### config.mk
export PLATFORM = sky130hd
export DESIGN_NAME = pwm_fade_ctrl_flat
export DESIGN_NICKNAME = d
export VERILOG_FILES = /design/src/rtl/pwm_fade_pkg.sv /design/src/rtl/pwm_fade_ctrl_if.sv /design/src/rtl/fade_interval_timer.sv /design/src/rtl/pwm_fade_ctrl.sv /design/src/flat_wrapper.sv
export SDC_FILE = /design/constraint.sdc
export NUM_CORES = 1
export LEC_CHECK = 0
export ABC_AREA = 1
export CAP_MARGIN = 20
export CORE_UTILIZATION = 59
export DETAILED_ROUTE_END_ITERATION = 10
export PLACE_DENSITY_LB_ADDON = 0.12
export SLEW_MARGIN = 0
export SYNTH_ARGS = -nofsm -noshare
export SYNTH_HDL_FRONTEND = slang
export SYNTH_SLANG_ARGS = --single-unit
export TNS_END_PERCENT = 50
### constraint.sdc
create_clock -name clk -period 7.4 [get_ports clk]
set_clock_uncertainty 0.15 [all_clocks]
set_input_delay 1.11 -clock clk [delete_from_list [all_inputs] [get_ports clk]]
set_output_delay 1.11 -clock clk [all_outputs]
set_load 0.02 [all_outputs]
### src/rtl/pwm_fade_pkg.sv
// pwm_fade_pkg: shared addresses, CTRL bit indices and state encoding for the fade sequencer
package pwm_fade_pkg;
  localparam logic [11:0] PWM_ADDR_DEF = 12'h200;
  localparam logic [11:0] BASE_ADDR_DEF = 12'h210;
  localparam logic [11:0] TARGET_OFS = 12'h000;
  localparam logic [11:0] STEP_OFS = 12'h004;
  localparam logic [11:0] INTERVAL_OFS = 12'h008;
  localparam logic [11:0] CTRL_OFS = 12'h00C;
  localparam int CTRL_START = 0;
  localparam int CTRL_ABORT = 1;
  typedef enum logic [1:0] {IDLE, WAIT, WRITE} state_t;
endpackage

### src/rtl/pwm_fade_ctrl_if.sv
// pwm_fade_ctrl_if: CPU-side bus, PWM-side write port and status lines of the fade sequencer
interface pwm_fade_ctrl_if;
  logic        CS_N;
  logic        RD_N;
  logic        WR_N;
  logic [11:0] Addr;
  logic [31:0] DataIn;
  logic [31:0] DataOut;
  logic        pwm_cs_n;
  logic        pwm_wr_n;
  logic [11:0] pwm_addr;
  logic [7:0]  pwm_data;
  logic        busy;
  logic        done_irq;
  modport master (
    output CS_N, RD_N, WR_N, Addr, DataIn,
    input  DataOut, pwm_cs_n, pwm_wr_n, pwm_addr, pwm_data, busy, done_irq
  );
  modport slave (
    input  CS_N, RD_N, WR_N, Addr, DataIn,
    output DataOut, pwm_cs_n, pwm_wr_n, pwm_addr, pwm_data, busy, done_irq
  );
endinterface

### src/rtl/fade_interval_timer.sv
// fade_interval_timer: loadable down-counter, a load of 0 counts as 1, expire when the count reaches 1
module fade_interval_timer #(
  parameter int W = 16
) (
  input  logic         clk,
  input  logic         reset,
  input  logic         load,
  input  logic         dec,
  input  logic [W-1:0] load_val,
  output logic         expire
);
  logic [W-1:0] cnt_d, cnt_q;
  always_comb cnt_d = load ? ((load_val == '0) ? W'(1) : load_val)
                           : (dec && cnt_q != '0) ? cnt_q - W'(1) : cnt_q;
  always_ff @(posedge clk or posedge reset)
    if (reset) cnt_q <= '0;
    else cnt_q <= cnt_d;
  assign expire = cnt_q == W'(1);
endmodule

### src/rtl/pwm_fade_ctrl.sv
// pwm_fade_ctrl: steps the PWM duty register toward a target, one bus write per interval,
// and passes direct CPU duty writes through to the PWM when they occur.
module pwm_fade_ctrl
  import pwm_fade_pkg::*;
#(
  parameter logic [11:0] PWM_ADDR   = PWM_ADDR_DEF,
  parameter logic [11:0] BASE_ADDR  = BASE_ADDR_DEF,
  parameter int          INTERVAL_W = 16
) (
  input logic            clk,
  input logic            reset,
  pwm_fade_ctrl_if.slave bus
);
  state_t state_d, state_q;
  logic [7:0] cur_d, cur_q, target_d, target_q, step_d, step_q, pdata_d, pdata_q, nxt;
  logic [INTERVAL_W-1:0] interval_d, interval_q;
  logic [11:0] paddr_d, paddr_q;
  logic [8:0] sum, diff;
  logic done_d, done_q, busy, cpu_wr, cpu_rd, wr_pwm, wr_tgt, wr_step, wr_int, wr_ctrl;
  logic start, abort, load, strobe, expire, up;
  assign cpu_wr  = !bus.CS_N && !bus.WR_N;
  assign cpu_rd  = !bus.CS_N && !bus.RD_N;
  assign wr_pwm  = cpu_wr && bus.Addr == PWM_ADDR;
  assign wr_tgt  = cpu_wr && bus.Addr == BASE_ADDR + TARGET_OFS;
  assign wr_step = cpu_wr && bus.Addr == BASE_ADDR + STEP_OFS;
  assign wr_int  = cpu_wr && bus.Addr == BASE_ADDR + INTERVAL_OFS;
  assign wr_ctrl = cpu_wr && bus.Addr == BASE_ADDR + CTRL_OFS;
  assign start   = wr_ctrl && bus.DataIn[CTRL_START];
  assign abort   = wr_ctrl && bus.DataIn[CTRL_ABORT];
  assign busy    = state_q != IDLE;
  // 9-bit sum/difference so the clamp to target catches wrap in either direction
  assign sum  = {1'b0, cur_q} + {1'b0, step_q};
  assign diff = {1'b0, cur_q} - {1'b0, step_q};
  assign up   = target_q > cur_q;
  assign nxt  = (step_q == '0) ? target_q
              : up ? ((sum >= {1'b0, target_q}) ? target_q : sum[7:0])
              : ((diff[8] || diff[7:0] <= target_q) ? target_q : diff[7:0]);
  fade_interval_timer #(.W(INTERVAL_W)) u_timer (
    .clk      (clk),
    .reset    (reset),
    .load     (load),
    .dec      (state_q == WAIT),
    .load_val (interval_q),
    .expire   (expire)
  );
  always_comb begin
    state_d    = state_q;
    cur_d      = cur_q;
    done_d     = done_q;
    load       = 1'b0;
    strobe     = 1'b0;
    target_d   = wr_tgt ? bus.DataIn[7:0] : target_q;
    step_d     = wr_step ? bus.DataIn[7:0] : step_q;
    interval_d = wr_int ? bus.DataIn[INTERVAL_W-1:0] : interval_q;
    if (wr_pwm) begin
      cur_d   = bus.DataIn[7:0];
      done_d  = 1'b0;
      state_d = IDLE;
    end else if (abort) begin
      state_d = IDLE;
    end else if (start) begin
      done_d  = cur_q == target_q;
      load    = cur_q != target_q;
      state_d = (cur_q == target_q) ? IDLE : WAIT;
    end else begin
      case (state_q)
        WAIT: state_d = expire ? WRITE : WAIT;
        WRITE: begin
          strobe  = 1'b1;
          cur_d   = nxt;
          done_d  = nxt == target_q;
          load    = nxt != target_q;
          state_d = (nxt == target_q) ? IDLE : WAIT;
        end
        default: ;
      endcase
    end
    paddr_d = wr_pwm ? bus.Addr : strobe ? PWM_ADDR : paddr_q;
    pdata_d = wr_pwm ? bus.DataIn[7:0] : strobe ? nxt : pdata_q;
  end
  always_ff @(posedge clk or posedge reset) begin
    if (reset) begin
      state_q    <= IDLE;
      cur_q      <= '0;
      target_q   <= '0;
      step_q     <= '0;
      interval_q <= '0;
      done_q     <= 1'b0;
      paddr_q    <= '0;
      pdata_q    <= '0;
    end else begin
      state_q    <= state_d;
      cur_q      <= cur_d;
      target_q   <= target_d;
      step_q     <= step_d;
      interval_q <= interval_d;
      done_q     <= done_d;
      paddr_q    <= paddr_d;
      pdata_q    <= pdata_d;
    end
  end
  assign bus.pwm_cs_n = !(wr_pwm || strobe);
  assign bus.pwm_wr_n = !(wr_pwm || strobe);
  assign bus.pwm_addr = paddr_d;
  assign bus.pwm_data = pdata_d;
  assign bus.busy     = busy;
  assign bus.done_irq = done_q;
  assign bus.DataOut  = !cpu_rd ? 32'd0
                      : (bus.Addr == PWM_ADDR) ? 32'(cur_q)
                      : (bus.Addr == BASE_ADDR + TARGET_OFS) ? 32'(target_q)
                      : (bus.Addr == BASE_ADDR + STEP_OFS) ? 32'(step_q)
                      : (bus.Addr == BASE_ADDR + INTERVAL_OFS) ? 32'(interval_q)
                      : (bus.Addr == BASE_ADDR + CTRL_OFS) ? 32'({done_q, busy})
                      : 32'd0;
endmodule

### src/flat_wrapper.sv
// flat-port wrapper written by rule: the top's interface ports become plain ports
module pwm_fade_ctrl_flat import pwm_fade_pkg::*;
#(
  parameter logic [11:0] PWM_ADDR   = PWM_ADDR_DEF,
  parameter logic [11:0] BASE_ADDR  = BASE_ADDR_DEF,
  parameter int          INTERVAL_W = 16
)
  (clk, reset, bus_CS_N, bus_RD_N, bus_WR_N, bus_Addr, bus_DataIn, bus_DataOut, bus_pwm_cs_n, bus_pwm_wr_n, bus_pwm_addr, bus_pwm_data, bus_busy, bus_done_irq);
  pwm_fade_ctrl_if bus_i ();
  input logic clk;
  input logic reset;
  input wire logic [$bits(bus_i.CS_N)-1:0] bus_CS_N;
  input wire logic [$bits(bus_i.RD_N)-1:0] bus_RD_N;
  input wire logic [$bits(bus_i.WR_N)-1:0] bus_WR_N;
  input wire logic [$bits(bus_i.Addr)-1:0] bus_Addr;
  input wire logic [$bits(bus_i.DataIn)-1:0] bus_DataIn;
  output wire logic [$bits(bus_i.DataOut)-1:0] bus_DataOut;
  output wire logic [$bits(bus_i.pwm_cs_n)-1:0] bus_pwm_cs_n;
  output wire logic [$bits(bus_i.pwm_wr_n)-1:0] bus_pwm_wr_n;
  output wire logic [$bits(bus_i.pwm_addr)-1:0] bus_pwm_addr;
  output wire logic [$bits(bus_i.pwm_data)-1:0] bus_pwm_data;
  output wire logic [$bits(bus_i.busy)-1:0] bus_busy;
  output wire logic [$bits(bus_i.done_irq)-1:0] bus_done_irq;
  assign bus_i.CS_N = bus_CS_N;
  assign bus_i.RD_N = bus_RD_N;
  assign bus_i.WR_N = bus_WR_N;
  assign bus_i.Addr = bus_Addr;
  assign bus_i.DataIn = bus_DataIn;
  assign bus_DataOut = bus_i.DataOut;
  assign bus_pwm_cs_n = bus_i.pwm_cs_n;
  assign bus_pwm_wr_n = bus_i.pwm_wr_n;
  assign bus_pwm_addr = bus_i.pwm_addr;
  assign bus_pwm_data = bus_i.pwm_data;
  assign bus_busy = bus_i.busy;
  assign bus_done_irq = bus_i.done_irq;
  pwm_fade_ctrl #(.PWM_ADDR(PWM_ADDR), .BASE_ADDR(BASE_ADDR), .INTERVAL_W(INTERVAL_W)) u_core (.clk(clk), .reset(reset), .bus(bus_i));
endmodule
Word-level counts from Yosys, hierarchy flattened
Index checks and enable logic that the tools add are counted.
{"block": "classes", "addsub": 3, "magnitude_cmp": 3, "eq_ne": 14, "n_mux": 40, "reduce_logical": 26}
{"op": "two-way mux 32 bit", "n": 5}
{"op": "two-way mux 8 bit", "n": 10}
{"op": "== test 12 x 10 -> 1 bit (second input constant)", "n": 5}
{"op": "two-way mux 16 bit", "n": 3}
{"op": "two-way mux 12 bit", "n": 2}
{"op": "== test 16 x 1 -> 1 bit (second input constant)", "n": 1}
{"op": "== test 8 bit", "n": 2}
{"op": "zero test 16 bit", "n": 1}
{"op": "inequality test 8 bit", "n": 2}
{"op": "nonzero test 16 bit", "n": 1}
{"op": "subtractor 16 x 1 -> 16 bit (second input constant)", "n": 1}
{"op": "two-way mux 1 bit", "n": 14}
{"op": "logical AND 1 bit", "n": 10}
{"op": "two-way mux 2 bit", "n": 5}
{"op": "adder 8 x 8 -> 9 bit", "n": 1}
{"op": ">= comparator 9 x 8 -> 1 bit", "n": 1}
{"op": "subtractor 8 x 8 -> 9 bit", "n": 1}
{"op": "greater-than comparator 8 bit", "n": 1}
{"op": "<= comparator 8 bit", "n": 1}
{"op": "zero test 8 bit", "n": 1}
{"op": "nonzero test 2 bit", "n": 3}
{"op": "nonzero test 5 bit", "n": 1}
{"op": "zero test 1 bit", "n": 4}
{"op": "inequality test 2 x 1 -> 1 bit (second input constant)", "n": 2}
{"op": "other kinds (7)", "n": 8}
{"block": "word_totals", "reg_bits": 79, "inputBits": 49, "output_inout_bits": 56, "elab_cells": 95}

Longest topological paths before layout
{"block": "depth", "ltp_word": 12, "ltp_mapped": 34, "mapped_depth_nobuf": 32}

Hierarchy
A second synthesis with hierarchy kept.
{"block": "unflattened", "cells_unflattened": 928, "area_unflattened_um2": 6492.5}
{"mod": "pwm_fade_ctrl", "instances": 1, "cells_each": 732, "area_per_inst_um2": 5176.2, "seq_area_each_um2": 1576.5}
{"mod": "fade_interval_timer", "instances": 1, "cells_each": 196, "area_per_inst_um2": 1316.3, "seq_area_each_um2": 400.4}

Worst setup path after synthesis
OpenSTA, ideal clock, no wires.
{"block": "synth_timing", "kind": "register -> output", "start": "register u_core.step_q[2]", "end": "output bus_pwm_data[3]", "t_arrival_ps": 2921, "slack_ps": 3219, "path_stages_with_launch": 24, "n_path_buf": 1, "cell_sequence": "dfrtp_1 inv_1 ha_1 buf_4 a21oi_1 nand2_1 nand2_1 nand2_1 nand2_1 nand2_1 ha_1 nand2_1 nor2_1 nand4_2 a21boi_1 nand3_1 nand3_1 nand2_1 nand2_1 nand2_1 nand3_1 o21ai_0 inv_1 nand2_1"}
{"block": "synth_via", "elab_chain_cells": 8}
{"element": "from (decl)", "line_no": "pwm_fade_ctrl.sv:15", "text": "logic [7:0] cur_d, cur_q, target_d, target_q, step_d, step_q, pdata_d, pdata_q, nxt;"}
{"element": "from (signal assigned)", "line_no": "pwm_fade_ctrl.sv:95", "text": "step_q <= step_d;"}
{"element": "subtractor 8 x 8 -> 9 bit", "line_no": "pwm_fade_ctrl.sv:33", "text": "assign diff = {1'b0, cur_q} - {1'b0, step_q};"}
{"element": "<= comparator 8 bit", "line_no": "pwm_fade_ctrl.sv:37", "text": ": ((diff[8] || diff[7:0] <= target_q) ? target_q : diff[7:0]);"}
{"element": "logical OR 1 bit", "line_no": "pwm_fade_ctrl.sv:37"}
{"element": "two-way mux 8 bit", "line_no": "pwm_fade_ctrl.sv:37"}
{"element": "two-way mux 8 bit", "line_no": "pwm_fade_ctrl.sv:36", "text": ": up ? ((sum >= {1'b0, target_q}) ? target_q : sum[7:0])"}
{"element": "two-way mux 8 bit (*)", "line_no": "pwm_fade_ctrl.sv:35", "text": "assign nxt = (step_q == '0) ? target_q"}
{"element": "two-way mux 8 bit (*) (2 in series)", "line_no": "pwm_fade_ctrl.sv:79", "text": "pdata_d = wr_pwm ? bus.DataIn[7:0] : strobe ? nxt : pdata_q;"}
{"element": "to (decl)", "line_no": "flat_wrapper.sv:21", "text": "output wire logic [$bits(bus_i.pwm_data)-1:0] bus_pwm_data;"}
Mark *: on every way between the ends. The rest lies on a longest branch, timed or not.

Final worst setup path
{"block": "layout_timing", "start": "input bus_Addr[4]", "end": "output bus_pwm_addr[9]"}
{"block": "layout_via", "elab_chain_cells": 8}
{"element": "from (decl)", "line_no": "flat_wrapper.sv:15", "text": "input wire logic [$bits(bus_i.Addr)-1:0] bus_Addr;"}
{"element": "== test 12 x 10 -> 1 bit", "line_no": "pwm_fade_ctrl.sv:27", "text": "assign wr_ctrl = cpu_wr && bus.Addr == BASE_ADDR + CTRL_OFS;"}
{"element": "logical AND 1 bit", "line_no": "pwm_fade_ctrl.sv:27"}
{"element": "logical AND 1 bit", "line_no": "pwm_fade_ctrl.sv:28", "text": "assign start = wr_ctrl && bus.DataIn[CTRL_START];"}
{"element": "two-way mux 1 bit", "line_no": "pwm_fade_ctrl.sv:61", "text": "end else if (start) begin"}
{"element": "two-way mux 1 bit", "line_no": "pwm_fade_ctrl.sv:59", "text": "end else if (abort) begin"}
{"element": "two-way mux 1 bit", "line_no": "pwm_fade_ctrl.sv:55", "text": "if (wr_pwm) begin"}
{"element": "two-way mux 12 bit", "line_no": "pwm_fade_ctrl.sv:78", "text": "paddr_d = wr_pwm ? bus.Addr : strobe ? PWM_ADDR : paddr_q;"}
{"element": "two-way mux 12 bit (*)", "line_no": "pwm_fade_ctrl.sv:78"}
{"element": "to (decl)", "line_no": "flat_wrapper.sv:20", "text": "output wire logic [$bits(bus_i.pwm_addr)-1:0] bus_pwm_addr;"}
Marks and branches as above.

==> results.py <==
metrics = {
    "run_status": {
        "status": "complete, no violations",
    },
    "timing": {
        "max-slew-margin-rel_pct": 29.00,
        "finalSetupViolations": 0,
        "rsz0062_at_grt": "no",
        "final_max_slew_viol_count": 0,
        "hold_viol_final": 0,
        "period_needed_ps": 5947,
        "final.setup.tns_ps": 0,
        "timing.final.crit_share_pct": 80.36,
        "worst_slack_ps": 1454,
        "hold_ws_ps": 317.3,
        "tightest_slew_ps": 1061,
        "fmax_ghz": 0.1682,
    },
    "placement": {
        "port_buffers": 72,
        "place_ws_ps": 1470,
        "routabilityCongestion": 0.9723,
        "place_hpwl_um": 13540,
    },
    "clock_tree": {
        "clock_latency_ps": 350,
        "cts_tree": "built",
        "clk_pin_slew_ps": 70,
        "ctsHoldBuffers": 0,
        "cts_root_buf": "clkbuf_8",
        "ctsResizeCount": 0,
        "postCtsSetupBuffers": 0,
        "cts_buffers": 9,
        "clock_sinks": 79,
        "cts_buffer_depth": 2,
        "htree_levels": 3,
    },
    "routing": {
        "vias": 6098,
        "drcViolationCount": 0,
        "wl_per_cell_um": 16.32,
        "drtAntennaViolNets": 0,
        "drt_iter0_markers": 624,
        "drt-vias-per-instance": 5.710,
        "wirelength_um": 17430,
        "first_pass_iters": 5,
    },
    "yosys": {
        "synth_most_common_cell": "nand2_1",
        "syn_area_um2": 6341,
        "yosysWarnings": 0,
        "synthFlopType": "dfrtp_1",
        "yosysTopAreaCell": "dfrtp_1",
        "yosysSeqAreaShare_pct": 31.18,
        "synth_common_cells": "202 x nand2_1, 117 x inv_1, 79 x dfrtp_1",
        "synth-compound-area-share_pct": 12.51,
        "yosys.area_share.adder_pct": 9.511,
        "synth-seq-cells": 79,
        "muxShareOfSynthArea_pct": 1.421,
        "synth_edf_count": 0,
        "yosys.area.top_type_share_pct": 31.18,
        "syn_inst": 865,
        "synthSimpleGateAreaFrac_pct": 30.31,
        "synth_cell_types": 52,
        "netlist_top_cells_area": "dfrtp_1 31%, nand2_1 12%, ha_1 8.9%",
        "synth_top_family_by_area": "simple AND/OR/NAND/NOR gates",
        "avgSynthCellArea_um2": 7.331,
        "synth-xor-area-share_pct": 2.348,
        "async_flop_share_pct": 100.0,
    },
    "global_route": {
        "grt_max_degree": 77,
        "grt-ovfl-total": 0,
        "first_global_vias": 5602,
        "antenna_found_initial": 0,
        "grt_pass1_wl_um": 28460,
        "grt_use_total_pct": 32.39,
    },
    "layout": {
        "antennaDiodeCount": 0,
        "nNetsFinal": 1023,
        "drive_gt1_share_pct": 10.84,
        "area_delta_synth_final_pct": 14.31,
    },
    "setup_path": {
        "cp_common_cell": "inv_1",
        "critPathBufInv": 7,
        "cpLargestDelayFamily": "buffers and inverters",
        "cp-start-kind": "input port",
        "worst_ep_required_time_ps": 6140,
        "worst_ep_arrival_time_ps": 4690,
        "cp_cell_sequence": "clkdlybuf4s50_1 -> inv_1 -> nor4_1 -> nand2_1 -> inv_1 -> nand3_1 -> nor2_1 -> inv_1 -> nand3_1 -> inv_1 -> nor2_1 -> inv_1 -> or2_2 -> clkdlybuf4s50_1",
        "slowest_stage": "clkdlybuf4s50_1",
        "cp_slowest_stage_delay_ps": 700,
        "critical_path_class": "in -> out",
        "critPathMaxFanout": 13,
        "worst_setup_path_end_kind": "output port",
    },
    "run": {
        "cap_violations": 0,
    },
    "floorplan": {
        "dieHeight_um": 105.7,
        "start_util_pct": 61.15,
        "fp.coreArea_um2": 10370,
        "io_pins": 105,
        "die_w_um": 105.7,
        "rows": 37,
        "die_area_um2": 11170,
    },
    "power_and_ir_drop": {
        "leakagePower_nw": 3.440,
        "ir_worst_vdd_mv": 0.1250,
        "powerDensity_nw_per_um2": 142.5,
    },
    "hold_path": {
        "hold_path_class": "reg -> reg",
    },
}
==> worst paths after layout <==
path,from,end,slack (ps),cells past startpoint
setup / recovery,bus_Addr[4],bus_pwm_addr[9],1450,14
setup reg to reg,u_core.step_q[2],u_core.u_timer.cnt_q[12],2640,28
hold / removal,u_core.paddr_q[6],u_core.paddr_q[6],320,2
max in group asynchronous,reset,u_core.u_timer.cnt_q[14],5200,3
min in group asynchronous,reset,u_core.paddr_q[6],780,2
hold reg to reg,u_core.paddr_q[6],u_core.paddr_q[6],320,2
==> where the power goes <==
part           internal (W)  switching [W]  leakage, nW
clock network      0.000199       0.000157        0.110
logic             0.0000819       0.000113         2.34
registers          0.000456      0.0000255        0.988
==> state kept, by name, summed over array words and instances (netlist names) <==
name                  count
u_core.pdata_q            8
u_core.target_q           8
u_core.interval_q        16
u_core.u_timer.cnt_q     16
u_core.paddr_q           12
u_core.bus.done_irq       1
u_core.state_q            2
u_core.cur_q              8
u_core.step_q             8
==> worst min-delay path: stages, from the launching register on <==
cell and delay [ps]:
dfrtp_1 330, nand2_1 50, inv_1 60
==> metal layers <==
metal	share of wire (%)	GRT usage (%)
met3	8.1	5.009
met4	1.1	5.456
met2	46	50.70
met1	45	47.91
met5	0	0
==> cell type report <==
type / instances / area (um^2)
clock inverter: 5 / 81.33
fill: 886 / 3122
inverter: 140 / 525.5
multi-input combinational: 623 / 3617
timing repair buffer: 74 / 735.7
tap: 136 / 170.2
clock buffer: 11 / 141.4
sequential: 79 / 1977
==> per-stage QoR <==
step / power (W) / cell area [um^2] / utilization (%) / std cells
finish: 0.001033 / 7248 / 69.90 / 1068
detailed placement: 0.0006831 / 7025 / 67.75 / 1052
global route: 0.001080 / 7248 / 69.90 / 1068
CTS: 0.001033 / 7248 / 69.90 / 1068
floorplan: 0.0006348 / 6397 / - / 880
global placement: 0.0006699 / 7025 / 67.75 / 1052
==> cell families (layout without fill, tap and decap cells) <==
| group | after synthesis | in the layout |
|---|---|---|
| AND/OR/NAND/NOR | 410 | 410 |
| buffers and inverters | 178 | 230 |
| AO/OA/AOI/OAI | 125 | 125 |
| flip-flops | 79 | 79 |
| adder cells (fa/ha/maj) | 47 | 47 |
| XOR/XNOR | 17 | 17 |
| multiplexers | 8 | 8 |
| other | 1 | 16 |
==> layout by cell type, fill, tap and decap left out, types with 4 or more instances in the layout <==
cell             Yosys  final
clkdlybuf4s50_1      0     72
nand3_2              4      4
xor2_1              12     12
a22oi_1              6      6
xnor2_1              5      5
mux2_2               8      8
conb_1               1     16
dfrtp_1             79     79
nand4_1             27     27
nand2_2             15     15
inv_1              117    116
nand2_1            202    202
ha_1                45     45
o21ai_0             45     45
nor2_1              60     60
clkbuf_8             0     10
o22ai_1              5      5
nand3_1             66     66
o221ai_1             6      6
nor3_1               7      7
nor4_1              11     11
o21ai_2             16     16
inv_2               21     22
a21oi_1             25     25
No activity file was read; power rests on OpenSTA's default activity.
